### config.mk
export PLATFORM = sky130hd
export DESIGN_NAME = load_store_unit_flat
export DESIGN_NICKNAME = d
export VERILOG_FILES = /design/src/rtl/rv32i_pkg.sv /design/src/rtl/if_axi_lite.sv /design/src/rtl/lsu_align.sv /design/src/rtl/load_store_unit.sv /design/src/flat_wrapper.sv
export SDC_FILE = /design/constraint.sdc
export NUM_CORES = 1
export LEC_CHECK = 0
export BUFFER_PORTS_ARGS = -buffer_cell sky130_fd_sc_hd__buf_2
export CAP_MARGIN = 20
export CORE_MARGIN = 1.5
export CORE_UTILIZATION = 40
export DETAILED_ROUTE_END_ITERATION = 7
export PLACE_DENSITY = 0.8
export SLEW_MARGIN = 10
export SYNTH_ARGS = -nofsm -noshare
export SYNTH_HDL_FRONTEND = slang
export SYNTH_SLANG_ARGS = --single-unit
### constraint.sdc
create_clock -name clk -period 2.8 [get_ports clk]
set_clock_uncertainty 0.2 [all_clocks]
set_input_delay 0.14 -clock clk [delete_from_list [all_inputs] [get_ports clk]]
set_output_delay 0.14 -clock clk [all_outputs]
set_load 0.03 [all_outputs]
### src/rtl/rv32i_pkg.sv
// Shared definitions for the RV32I data-memory access path.
//   lsu_size_e    : access size encoding carried on i_req_size (2'b11 is illegal)
//   lsu_state_e   : load/store unit FSM states
//   AXI_RESP_OKAY : AXI response code for a successful transfer
//   lsu_base_strb : byte-lane strobe for an access of the given size at lane 0
package rv32i_pkg;

    typedef enum logic [1:0] {
        LSU_BYTE = 2'b00,
        LSU_HALF = 2'b01,
        LSU_WORD = 2'b10
    } lsu_size_e;

    typedef enum logic [2:0] {
        ST_IDLE  = 3'd0,
        ST_WRITE = 3'd1,
        ST_WRESP = 3'd2,
        ST_RADDR = 3'd3,
        ST_RDATA = 3'd4,
        ST_RESP  = 3'd5
    } lsu_state_e;

    localparam logic [1:0] AXI_RESP_OKAY = 2'b00;

    // Strobe pattern before shifting to the addressed byte lane.
    function automatic logic [3:0] lsu_base_strb(input logic [1:0] size);
        logic [3:0] strb;
        case (size)
            LSU_BYTE: strb = 4'b0001;
            LSU_HALF: strb = 4'b0011;
            LSU_WORD: strb = 4'b1111;
            default:  strb = 4'b0000;
        endcase
        return strb;
    endfunction

endpackage

### src/rtl/if_axi_lite.sv
// AXI-Lite bundle (AW, W, B, AR, R channels).
//   master modport : drives addresses, write data, BREADY/RREADY
//   slave  modport : drives ready signals, write response and read data
interface if_axi_lite #(
    parameter int ADDR_W = 32,
    parameter int DATA_W = 32
);
    logic [ADDR_W-1:0]   awaddr;
    logic [2:0]          awprot;
    logic                awvalid;
    logic                awready;
    logic [DATA_W-1:0]   wdata;
    logic [DATA_W/8-1:0] wstrb;
    logic                wvalid;
    logic                wready;
    logic [1:0]          bresp;
    logic                bvalid;
    logic                bready;
    logic [ADDR_W-1:0]   araddr;
    logic [2:0]          arprot;
    logic                arvalid;
    logic                arready;
    logic [DATA_W-1:0]   rdata;
    logic [1:0]          rresp;
    logic                rvalid;
    logic                rready;

    modport master (
        output awaddr, awprot, awvalid, input awready,
        output wdata, wstrb, wvalid, input wready,
        input bresp, bvalid, output bready,
        output araddr, arprot, arvalid, input arready,
        input rdata, rresp, rvalid, output rready
    );

    modport slave (
        input awaddr, awprot, awvalid, output awready,
        input wdata, wstrb, wvalid, output wready,
        output bresp, bvalid, input bready,
        input araddr, arprot, arvalid, output arready,
        output rdata, rresp, rvalid, input rready
    );
endinterface

### src/rtl/lsu_align.sv
// Combinational byte-lane alignment for the load/store unit.
//   addr_lo/size/sign : low address bits, access size, load sign-extend select
//   st_data           : LSB-justified store data -> wdata/wstrb placed on the addressed lanes
//   bus_rdata         : raw bus read word -> ld_data shifted down and extended
//   misaligned        : access crosses its natural boundary or size is illegal
module lsu_align
    import rv32i_pkg::*;
#(
    parameter int XLEN = 32
) (
    input  logic [1:0]        addr_lo,
    input  logic [1:0]        size,
    input  logic              sign,
    input  logic [XLEN-1:0]   st_data,
    output logic [XLEN-1:0]   wdata,
    output logic [XLEN/8-1:0] wstrb,
    input  logic [XLEN-1:0]   bus_rdata,
    output logic [XLEN-1:0]   ld_data,
    output logic              misaligned
);
    logic [4:0]      shamt_s;
    logic [XLEN-1:0] shifted_s;

    assign shamt_s   = {addr_lo, 3'b000};
    assign wdata     = st_data << shamt_s;
    assign wstrb     = lsu_base_strb(size) << addr_lo;
    assign shifted_s = bus_rdata >> shamt_s;

    assign misaligned = ((size == LSU_HALF) & addr_lo[0])
                      | ((size == LSU_WORD) & (addr_lo != 2'b00))
                      | (size == 2'b11);

    // Extend the addressed byte/half to a full register value.
    always_comb begin
        ld_data = {XLEN{1'b0}};
        case (lsu_size_e'(size))
            LSU_BYTE: ld_data = sign ? {{(XLEN-8){shifted_s[7]}}, shifted_s[7:0]}
                                     : {{(XLEN-8){1'b0}}, shifted_s[7:0]};
            LSU_HALF: ld_data = sign ? {{(XLEN-16){shifted_s[15]}}, shifted_s[15:0]}
                                     : {{(XLEN-16){1'b0}}, shifted_s[15:0]};
            LSU_WORD: ld_data = bus_rdata;
            default:  ld_data = {XLEN{1'b0}};
        endcase
    end
endmodule

### src/rtl/load_store_unit.sv
// Load/store unit: takes one request per valid/ready handshake, performs a single
// AXI-Lite read or write on m_axi, and returns the aligned/extended load result.
//   clk, rst                  : clock, synchronous active-high reset
//   i_req_* / o_req_ready     : request channel (address, store flag, size, sign, store data)
//   o_rsp_* / i_rsp_ready     : response channel (load data, error flag)
//   m_axi                     : AXI-Lite master to data memory
// Only one transaction is ever in flight; misaligned or illegal-size requests
// are answered with an error without touching the bus.
module load_store_unit
    import rv32i_pkg::*;
#(
    parameter int XLEN    = 32,
    parameter int ADDRLEN = XLEN
) (
    input  logic               clk,
    input  logic               rst,
    input  logic               i_req_valid,
    output logic               o_req_ready,
    input  logic [ADDRLEN-1:0] i_req_addr,
    input  logic               i_req_we,
    input  logic [1:0]         i_req_size,
    input  logic               i_req_sign,
    input  logic [XLEN-1:0]    i_req_wdata,
    output logic               o_rsp_valid,
    input  logic               i_rsp_ready,
    output logic [XLEN-1:0]    o_rsp_rdata,
    output logic               o_rsp_err,
    if_axi_lite.master         m_axi
);
    lsu_state_e          state_r;
    lsu_state_e          state_next_s;
    logic [ADDRLEN-1:0]  req_addr_r;
    logic [1:0]          req_size_r;
    logic                req_sign_r;
    logic [XLEN-1:0]     req_wdata_r;
    logic                aw_done_r;
    logic                w_done_r;
    logic [XLEN-1:0]     rsp_rdata_r;
    logic                rsp_err_r;

    logic                accept_s;
    logic                aw_hs_s;
    logic                w_hs_s;
    logic                b_hs_s;
    logic                ar_hs_s;
    logic                r_hs_s;
    logic [1:0]          align_addr_s;
    logic [1:0]          align_size_s;
    logic [XLEN-1:0]     st_wdata_s;
    logic [XLEN/8-1:0]   st_wstrb_s;
    logic [XLEN-1:0]     ld_data_s;
    logic                misaligned_s;

    assign accept_s = (state_r == ST_IDLE) & i_req_valid;

    // In IDLE the aligner looks at the incoming request so misalignment is known
    // at accept time; afterwards it works from the captured request.
    assign align_addr_s = (state_r == ST_IDLE) ? i_req_addr[1:0] : req_addr_r[1:0];
    assign align_size_s = (state_r == ST_IDLE) ? i_req_size      : req_size_r;

    lsu_align #(.XLEN(XLEN)) u_align (
        .addr_lo    (align_addr_s),
        .size       (align_size_s),
        .sign       (req_sign_r),
        .st_data    (req_wdata_r),
        .wdata      (st_wdata_s),
        .wstrb      (st_wstrb_s),
        .bus_rdata  (m_axi.rdata),
        .ld_data    (ld_data_s),
        .misaligned (misaligned_s)
    );

    // Bus side: all controls decode from registered state, so valids stay
    // stable until their own handshake.
    assign m_axi.awaddr  = {req_addr_r[ADDRLEN-1:2], 2'b00};
    assign m_axi.awprot  = 3'b000;
    assign m_axi.awvalid = (state_r == ST_WRITE) & ~aw_done_r;
    assign m_axi.wdata   = st_wdata_s;
    assign m_axi.wstrb   = st_wstrb_s;
    assign m_axi.wvalid  = (state_r == ST_WRITE) & ~w_done_r;
    assign m_axi.bready  = (state_r == ST_WRESP);
    assign m_axi.araddr  = {req_addr_r[ADDRLEN-1:2], 2'b00};
    assign m_axi.arprot  = 3'b000;
    assign m_axi.arvalid = (state_r == ST_RADDR);
    assign m_axi.rready  = (state_r == ST_RDATA);

    assign aw_hs_s = m_axi.awvalid & m_axi.awready;
    assign w_hs_s  = m_axi.wvalid  & m_axi.wready;
    assign b_hs_s  = m_axi.bvalid  & m_axi.bready;
    assign ar_hs_s = m_axi.arvalid & m_axi.arready;
    assign r_hs_s  = m_axi.rvalid  & m_axi.rready;

    assign o_req_ready = (state_r == ST_IDLE);
    assign o_rsp_valid = (state_r == ST_RESP);
    assign o_rsp_rdata = rsp_rdata_r;
    assign o_rsp_err   = rsp_err_r;

    // Next-state decode.
    always_comb begin
        state_next_s = state_r;
        case (state_r)
            ST_IDLE: begin
                if (i_req_valid) begin
                    if (misaligned_s)  state_next_s = ST_RESP;
                    else if (i_req_we) state_next_s = ST_WRITE;
                    else               state_next_s = ST_RADDR;
                end else begin
                    state_next_s = ST_IDLE;
                end
            end
            ST_WRITE: begin
                // AW and W may finish in either order or together.
                if ((aw_done_r | aw_hs_s) & (w_done_r | w_hs_s)) state_next_s = ST_WRESP;
                else                                             state_next_s = ST_WRITE;
            end
            ST_WRESP: begin
                if (b_hs_s) state_next_s = ST_RESP;
                else        state_next_s = ST_WRESP;
            end
            ST_RADDR: begin
                if (ar_hs_s) state_next_s = ST_RDATA;
                else         state_next_s = ST_RADDR;
            end
            ST_RDATA: begin
                if (r_hs_s) state_next_s = ST_RESP;
                else        state_next_s = ST_RDATA;
            end
            ST_RESP: begin
                if (i_rsp_ready) state_next_s = ST_IDLE;
                else             state_next_s = ST_RESP;
            end
            default: state_next_s = ST_IDLE;
        endcase
    end

    // State register, request capture, channel-done tracking and response data.
    always_ff @(posedge clk) begin
        if (rst) begin
            state_r     <= ST_IDLE;
            req_addr_r  <= {ADDRLEN{1'b0}};
            req_size_r  <= 2'b00;
            req_sign_r  <= 1'b0;
            req_wdata_r <= {XLEN{1'b0}};
            aw_done_r   <= 1'b0;
            w_done_r    <= 1'b0;
            rsp_rdata_r <= {XLEN{1'b0}};
            rsp_err_r   <= 1'b0;
        end else begin
            state_r <= state_next_s;
            case (state_r)
                ST_IDLE: begin
                    if (accept_s) begin
                        req_addr_r  <= i_req_addr;
                        req_size_r  <= i_req_size;
                        req_sign_r  <= i_req_sign;
                        req_wdata_r <= i_req_wdata;
                        aw_done_r   <= 1'b0;
                        w_done_r    <= 1'b0;
                        rsp_rdata_r <= {XLEN{1'b0}};
                        rsp_err_r   <= misaligned_s;
                    end
                end
                ST_WRITE: begin
                    aw_done_r <= aw_done_r | aw_hs_s;
                    w_done_r  <= w_done_r  | w_hs_s;
                end
                ST_WRESP: begin
                    if (b_hs_s) rsp_err_r <= (m_axi.bresp != AXI_RESP_OKAY);
                end
                ST_RDATA: begin
                    if (r_hs_s) begin
                        if (m_axi.rresp != AXI_RESP_OKAY) begin
                            rsp_rdata_r <= {XLEN{1'b0}};
                            rsp_err_r   <= 1'b1;
                        end else begin
                            rsp_rdata_r <= ld_data_s;
                            rsp_err_r   <= 1'b0;
                        end
                    end
                end
                default: begin
                end
            endcase
        end
    end
endmodule

### src/flat_wrapper.sv
// flat-port wrapper written by rule: the top's interface ports become plain ports
module load_store_unit_flat import rv32i_pkg::*;
#(
    parameter int XLEN    = 32,
    parameter int ADDRLEN = XLEN
)
  (clk, rst, i_req_valid, o_req_ready, i_req_addr, i_req_we, i_req_size, i_req_sign, i_req_wdata, o_rsp_valid, i_rsp_ready, o_rsp_rdata, o_rsp_err, m_axi_awaddr, m_axi_awprot, m_axi_awvalid, m_axi_awready, m_axi_wdata, m_axi_wstrb, m_axi_wvalid, m_axi_wready, m_axi_bresp, m_axi_bvalid, m_axi_bready, m_axi_araddr, m_axi_arprot, m_axi_arvalid, m_axi_arready, m_axi_rdata, m_axi_rresp, m_axi_rvalid, m_axi_rready);
  if_axi_lite #(.ADDR_W(32), .DATA_W(32)) m_axi_i ();
  input  logic clk;
  input  logic rst;
  input  logic i_req_valid;
  output logic o_req_ready;
  input  logic [ADDRLEN-1:0] i_req_addr;
  input  logic i_req_we;
  input  logic [1:0] i_req_size;
  input  logic i_req_sign;
  input  logic [XLEN-1:0] i_req_wdata;
  output logic o_rsp_valid;
  input  logic i_rsp_ready;
  output logic [XLEN-1:0] o_rsp_rdata;
  output logic o_rsp_err;
  output wire logic [$bits(m_axi_i.awaddr)-1:0] m_axi_awaddr;
  output wire logic [$bits(m_axi_i.awprot)-1:0] m_axi_awprot;
  output wire logic [$bits(m_axi_i.awvalid)-1:0] m_axi_awvalid;
  input wire logic [$bits(m_axi_i.awready)-1:0] m_axi_awready;
  output wire logic [$bits(m_axi_i.wdata)-1:0] m_axi_wdata;
  output wire logic [$bits(m_axi_i.wstrb)-1:0] m_axi_wstrb;
  output wire logic [$bits(m_axi_i.wvalid)-1:0] m_axi_wvalid;
  input wire logic [$bits(m_axi_i.wready)-1:0] m_axi_wready;
  input wire logic [$bits(m_axi_i.bresp)-1:0] m_axi_bresp;
  input wire logic [$bits(m_axi_i.bvalid)-1:0] m_axi_bvalid;
  output wire logic [$bits(m_axi_i.bready)-1:0] m_axi_bready;
  output wire logic [$bits(m_axi_i.araddr)-1:0] m_axi_araddr;
  output wire logic [$bits(m_axi_i.arprot)-1:0] m_axi_arprot;
  output wire logic [$bits(m_axi_i.arvalid)-1:0] m_axi_arvalid;
  input wire logic [$bits(m_axi_i.arready)-1:0] m_axi_arready;
  input wire logic [$bits(m_axi_i.rdata)-1:0] m_axi_rdata;
  input wire logic [$bits(m_axi_i.rresp)-1:0] m_axi_rresp;
  input wire logic [$bits(m_axi_i.rvalid)-1:0] m_axi_rvalid;
  output wire logic [$bits(m_axi_i.rready)-1:0] m_axi_rready;
  assign m_axi_awaddr = m_axi_i.awaddr;
  assign m_axi_awprot = m_axi_i.awprot;
  assign m_axi_awvalid = m_axi_i.awvalid;
  assign m_axi_i.awready = m_axi_awready;
  assign m_axi_wdata = m_axi_i.wdata;
  assign m_axi_wstrb = m_axi_i.wstrb;
  assign m_axi_wvalid = m_axi_i.wvalid;
  assign m_axi_i.wready = m_axi_wready;
  assign m_axi_i.bresp = m_axi_bresp;
  assign m_axi_i.bvalid = m_axi_bvalid;
  assign m_axi_bready = m_axi_i.bready;
  assign m_axi_araddr = m_axi_i.araddr;
  assign m_axi_arprot = m_axi_i.arprot;
  assign m_axi_arvalid = m_axi_i.arvalid;
  assign m_axi_i.arready = m_axi_arready;
  assign m_axi_i.rdata = m_axi_rdata;
  assign m_axi_i.rresp = m_axi_rresp;
  assign m_axi_i.rvalid = m_axi_rvalid;
  assign m_axi_rready = m_axi_i.rready;
  load_store_unit #(.XLEN(XLEN), .ADDRLEN(ADDRLEN)) u_core (.clk(clk), .rst(rst), .i_req_valid(i_req_valid), .o_req_ready(o_req_ready), .i_req_addr(i_req_addr), .i_req_we(i_req_we), .i_req_size(i_req_size), .i_req_sign(i_req_sign), .i_req_wdata(i_req_wdata), .o_rsp_valid(o_rsp_valid), .i_rsp_ready(i_rsp_ready), .o_rsp_rdata(o_rsp_rdata), .o_rsp_err(o_rsp_err), .m_axi(m_axi_i));
endmodule
==> results of run 1 <==
==> kinds of logic after synthesis <==
family                 after synthesis  share of synthesized area, %
buffers and inverters              126                          13.7
DFF                                105                          37.6
muxes                               47                          9.01
and+or+nand+nor                    242                          18.4
AOI/OAI and AO/OA                  178                          21.3
other                                1                        0.0670
==> flip-flops by register name, summed over array words and instances (netlist names) <==
| register | flops |
|---|---|
| u_core.o_rsp_rdata | 32 |
| u_core.req_addr_r | 32 |
| u_core.req_wdata_r | 32 |
| u_core.state_r | 3 |
| u_core.req_size_r | 2 |
| u_core.aw_done_r | 1 |
| u_core.o_rsp_err | 1 |
| u_core.req_sign_r | 1 |
| u_core.w_done_r | 1 |
==> synth_stat cells (4+ instances only) <==
cell | number | area share [%]
a211oi_1 | 10 | 1.3
a21oi_1 | 84 | 7.5
a221o_1 | 14 | 2.5
a221oi_1 | 8 | 1.3
a222oi_1 | 7 | 1.3
a22oi_1 | 8 | 1.1
and2_1 | 13 | 1.5
buf_2 | 4 | 0.36
buf_4 | 70 | 9.4
clkbuf_1 | 45 | 3.0
dfxtp_1 | 105 | 38
mux2_2 | 16 | 3.2
mux2i_1 | 28 | 5.0
nand2_1 | 162 | 11
nand2b_1 | 4 | 0.45
nor2_1 | 34 | 2.3
nor2b_1 | 11 | 1.2
nor3_1 | 5 | 0.45
o21ai_0 | 25 | 2.2
==> worst min-delay path, cell delays in order <==
cell and delay (ns):
buf_2 0.13, a22oi_1 0.16, a311oi_1 0.11
==> through the flow <==
step | power (µW) | hold WS, ns | std cells
2_1_floorplan | 5170 | 0.0760 | 708
3_3_place_gp | 6070 | 0.180 | 1037
3_5_place_dp | 6120 | 0.187 | 1037
4_1_cts | 7550 | 0.0181 | 1155
5_1_grt | 8080 | 0.0290 | 1157
6_report | 7680 | 0.0333 | 1157
==> power by group through the flow <==
stage	combinational [µW]	clock, µW	sequential [µW]
after floorplan	3240	0	1930
after global placement	4130	0	1940
after detailed placement	4170	0	1950
after CTS	4300	1330	1920
after global routing	4740	1390	1950
final	4460	1310	1920
==> timing repair <==
| action | CTS | global route |
|---|---|---|
| endpoints found under the setup margin | 1 | 18 |
| hold buffers | 102 | 0 |
| buffers inserted | 0 | 1 |
| endpoints found under the hold margin | 101 | 0 |
| gates resized for setup | 1 | 2 |
| gates cloned | 0 | 1 |
==> metal layers <==
layer | global-route usage [%] | vias to the layer above
li1 | - | 2897
met3 | 6.39 | 44
met1 | 27.3 | 2813
met4 | 11.4 | 0
met2 | 41.5 | 330
met5 | 0 | -
==> final cells by class <==
| cell class | instances | area [µm²] |
|---|---|---|
| fill | 1227 | 5810 |
| timing repair buffer | 376 | 2520 |
| inverter | 3 | 16.3 |
| tap | 180 | 225 |
| sequential | 105 | 2100 |
| clock buffer | 9 | 225 |
| multi-input combinational | 477 | 2800 |
| clock inverter | 7 | 77.6 |
==> worst paths after layout <==
kind | startpoint | end | slack [ns]
hold reg to reg | u_core.req_wdata_r[31] | u_core.req_wdata_r[31] | 0.25
setup reg to reg | u_core.state_r[1] | u_core.o_rsp_rdata[26] | 0.06
hold / removal | m_axi_rdata[15] | u_core.o_rsp_rdata[15] | 0.03
setup / recovery | u_core.state_r[1] | u_core.o_rsp_rdata[26] | 0.06
==> results.tsv, run 1 <==
stage	metric	value	unit
synth	Post-synth EDFFs	0	
layout	commonest non-fill, non-tap cell in the layout	buf_2	
layout	antenna diode count	0	
clock_tree	CTS tree	built	
critical_path	Worst R2R Path Depth	7	
placement	HPWL Detailed	11400	µm
placement	dpl cell area	6590	µm²
layout	share of cells above drive strength 1	33.3	%
pwr	combinational share of power	58.0	%
route	antenna-violating nets left	0	
timing	RSZ-0062 raised after global routing	no	
global_routing	initial antenna violation count	0	
clock_tree	clock sink total	105	
critical_path	CP top delay family	simple AND/OR/NAND/NOR gates	
placement	IO Port Bufs	248	
synth	Unique masters post-synth	51	
critical_path	CP max stage cell	or3_1	
die	die area	14700	µm²
synth	ys async rst share	0	%
clock_tree	CTS H-Tree Depth	3	
layout	Finished Cell Area	7960	µm²
die	I/O pins	259	
route	max layer used	met4	
timing	Slew @ Worst Pin	0.712	ns
timing	final setup vio count	0	
pwr	Seq pwr share	25.0	%
synth	Mapped Avg Cell Area	8.01	µm²
run_status	status	finished, final reports clean	
global_routing	GRT overflow	0	
critical_path	crit-path max FO	16	
route	Detail Route met3 WL	1470	µm
job	Max-cap violations	0	
pwr	sw frac	48.2	%
synth	post-synthesis sequential area ratio	37.6	%
timing	normalized max-slew margin	52.6	%
route	Starting DRT DRC Count	398	
critical_path	startpoint types	flip-flop	
timing	Final WS setup	0.0627	ns
clock_tree	CTS buffer count	9	
die	initial core utilization	40.6	%
synth	Mapped Area	5600	µm²
min_path	Min-Delay Path Depth	3	
global_routing	first-pass GRT wire length	27800	µm
timing	post-route setup TNS	0	ns
die	core area	13800	µm²
route	vias per cell	5.26	
pwr	VDD IR-drop max	0.633	mV
min_path	worst hold path class	input pin to flip-flop	
timing	min cycle time layout	2.74	ns
route	Met2 Routed Length	9220	µm
placement	Place WS	0.131	ns
die	DIE HEIGHT	121	µm
critical_path	Critical Path RT	2.89	ns
synth	Post-Syn Instances	699	
route	Metal-1 WL	7430	µm
critical_path	cell count along the critical path	7	
global_routing	largest net degree at the start of global routing	71	
critical_path	CP Capture Type	flip-flop	
route	routed len/inst	16.2	µm
synth	Synth Flop Type	dfxtp_1	
critical_path	Critical Path AT	2.82	ns
layout	commonest non-fill, non-tap cells in the layout	buf_2, nand2_1, dfxtp_1, dlygate4sd3_1, a21oi_1	
timing	Fin. Hold Viols	0	
critical_path	Crit Path Category	flip-flop to flip-flop	
layout	Finished Core Util	57.8	%
clock_tree	clock transition at the registers of the reported paths	0.08	ns
pwr	cell internal pwr	3980	µW
global_routing	overall fraction of global-route tracks in use	24.0	%
global_routing	vias in the first global route	5548	
die	Die W	121	µm
critical_path	CP peak stage delay	0.45	ns
clock_tree	Clock Path Buffers	2	
layout	nets	1085	
timing	Max Clk Rate	365	MHz
die	Site Rows	43	
pwr	Clk pwr share	17.0	%
critical_path	worst-path cell chain	or3_4 > inv_6 > mux2_4 > or3_1 > a2111oi_4 > buf_6 > a221o_1	
clock_tree	worst skew pair latency	0.34	ns
route	1st-pass router iterations	6	
synth	yosys warns	0	
placement	GP Congestion	0.842	
critical_path	critical path buffer and inverter count	2	
pwr	net switching power	3700	µW
route	final WL	18800	µm
pwr	PD cells	965	nW/µm²
timing	fin crit share	97.8	%
clock_tree	Root Buffer	clkbuf_16	
layout	area delta synth->final	42.2	%
timing	Slew Limit Fails	0	
pwr	Leakage	0.00371	µW
route	routed vias	6084	
synth	#FFs+latches synth	105	
route	DRC	0	
Power figures use the tool's default switching activity.
==> run 2: changes to the inputs <==
Settings changed: GPL_TIMING_DRIVEN from default to 0.
==> run 2 against run 1 <==
Against the previous run:
- the flow now finishes with violations (setup timing)
- core utilization is 5.5 points higher
- non-clock buffer count rose by 111
- critical path depth rose by 3
- combinational power grew 14%
- clock power decreased by 7%
- global-route usage grew 3.1 points
- worst hold slack worse by 0.015 ns
- final cell count rose by 9.5%
- critical path type unchanged
- critical endpoint is now u_core.o_rsp_rdata[29]
- largest cell class is now buffers
==> results.tsv, run 2 (synthesis results as in run 1) <==
stage	metric	value	unit
timing	normalized max-slew margin	57.9	%
critical_path	Crit Path Category	flip-flop to flip-flop	
clock_tree	CTS H-Tree Depth	3	
global_routing	GRT overflow	0	
pwr	Clk pwr share	14.7	%
die	die area	14700	µm²
critical_path	CP max stage cell	a2111oi_4	
critical_path	CP Capture Type	flip-flop	
die	initial core utilization	40.6	%
clock_tree	Clock Path Buffers	2	
pwr	PD cells	951	nW/µm²
layout	commonest non-fill, non-tap cell in the layout	buf_2	
run_status	failing checks	setup timing	
timing	final setup vio count	1	
critical_path	worst-path cell chain	or3_4 > buf_8 > clkinv_8 > mux2_4 > or3_1 > buf_6 > a2111oi_4 > buf_4 > buf_6 > a221o_1	
layout	Finished Cell Area	8720	µm²
die	I/O pins	259	
timing	Fin. Hold Viols	0	
timing	Final WS setup	-0.00295	ns
placement	IO Port Bufs	247	
min_path	worst hold path class	input pin to flip-flop	
die	Die W	121	µm
route	routed vias	6621	
timing	min cycle time layout	2.80	ns
global_routing	largest net degree at the start of global routing	16	
timing	Slew @ Worst Pin	0.631	ns
global_routing	initial antenna violation count	0	
critical_path	startpoint types	flip-flop	
run_status	status	finished, violations left	
timing	Max Clk Rate	357	MHz
layout	share of cells above drive strength 1	38.0	%
route	routed len/inst	16.6	µm
job	Max-cap violations	0	
clock_tree	worst skew pair latency	0.35	ns
critical_path	Critical Path AT	2.89	ns
die	DIE HEIGHT	121	µm
clock_tree	clock sink total	105	
pwr	sw frac	47.7	%
timing	Slew Limit Fails	0	
route	antenna-violating nets left	0	
route	Starting DRT DRC Count	454	
critical_path	Critical Path RT	2.89	ns
critical_path	crit-path max FO	5	
global_routing	vias in the first global route	6237	
global_routing	first-pass GRT wire length	31100	µm
layout	Finished Core Util	63.3	%
pwr	cell internal pwr	4340	µW
pwr	total power	8300	µW
route	DRC	0	
clock_tree	clock transition at the registers of the reported paths	0.06	ns
critical_path	CP peak stage delay	0.38	ns
clock_tree	CTS tree	built	
die	core area	13800	µm²
placement	GP Congestion	0.901	
layout	nets	1197	
critical_path	crit-path most repeated cell	buf_6	
pwr	Leakage	0.00416	µW
die	Site Rows	43	
route	1st-pass router iterations	6	
layout	antenna diode count	0	
placement	dpl cell area	7100	µm²
global_routing	overall fraction of global-route tracks in use	27.1	%
pwr	Seq pwr share	23.8	%
layout	commonest non-fill, non-tap cells in the layout	buf_2, nand2_1, dfxtp_1, dlygate4sd3_1, buf_4	
placement	HPWL Detailed	13700	µm
timing	fin crit share	100	%
placement	Place WS	-0.148	ns
pwr	net switching power	3960	µW
route	final WL	21000	µm
pwr	VDD IR-drop max	0.635	mV
pwr	combinational share of power	61.5	%
timing	RSZ-0062 raised after global routing	yes	
layout	area delta synth->final	55.8	%
clock_tree	CTS buffer count	9	
clock_tree	Root Buffer	clkbuf_16	
route	vias per cell	5.23	
==> run 2: changes by cell type in the layout (fill, tap and decap cells not counted), moves of 3 or more <==
cell and change:
buf_4 +73, clkbuf_1 +34, buf_2 -6, clkbuf_2 +6
clkbuf_8 +4, mux2i_1 -4, o21ai_0 -4, buf_6 +3
clkbuf_4 +3, dfxtp_1 -3, mux2i_4 +3
==> run 2: through the flow <==
step / cells / TNS (ns) / hold WS (ns)
after CTS: 1252 / -0.000622 / 0.000334
after global routing: 1267 / -0.452 / 0.00325
after global placement: 1135 / -1.70 / 0.180
after floorplan: 708 / 0 / 0.0760
final: 1267 / -0.00295 / 0.0182
after detailed placement: 1135 / -1.82 / 0.185
==> run 2: final timing paths <==
kind / cells past startpoint / startpoint / to / slack, ns
worst min register to register: 2 / u_core.req_wdata_r[31] / u_core.req_wdata_r[31] / 0.26
worst max-delay path: 10 / u_core.state_r[0] / u_core.o_rsp_rdata[29] / -0.003
worst min-delay path: 3 / m_axi_rdata[2] / u_core.o_rsp_rdata[2] / 0.02
worst max register to register: 10 / u_core.state_r[0] / u_core.o_rsp_rdata[29] / -0.003
==> run 2: area by class of cell <==
cell class / instances / area [µm²]
clock buffers: 12 / 267
fillers: 1143 / 5050
repair inverters: 1 / 8.76
clock inverters: 2 / 13.8
plain buffers: 121 / 782
repair buffers: 366 / 2410
inverters: 3 / 23.8
flip-flops and latches: 105 / 2110
well taps: 180 / 225
multi-input cells: 477 / 2880
==> run 2: timing repair <==
action	4_1_cts	5_1_grt
endpoints found under the hold margin	99	0
hold buffers	100	0
setup buffers	4	14
setup endpoints to repair	54	58
gates resized for setup	32	34
pin swaps	2	1
cloned	0	2
==> run 2: per-layer routing <==
layer / up-vias / GRT usage, % / routed length [µm]
met3: 74 / 5.40 / 1440
met1: 3078 / 32.0 / 8260
met4: 0 / 12.4 / 877
met2: 347 / 47.0 / 10400
met5: - / 0 / 0
li1: 3122 / - / -
==> run 2: worst max-delay path, delay by kind of cell (launching register included) <==
| family | cells | cell delay (ns) |
|---|---|---|
| compound gates | 2 | 0.50 |
| simple gates | 2 | 0.74 |
| mux | 1 | 0.31 |
| buf+inv | 5 | 0.64 |
| flops | 1 | 0.36 |
==> run 2: power groups by stage <==
stage / Combinational (µW) / Clock [µW] / Sequential [µW]
detailed placement: 4380 / 0 / 1970
floorplan: 3240 / 0 / 1930
global route: 5430 / 1290 / 2000
CTS: 4670 / 1240 / 1940
finish: 5100 / 1220 / 1980
global placement: 4350 / 0 / 1960
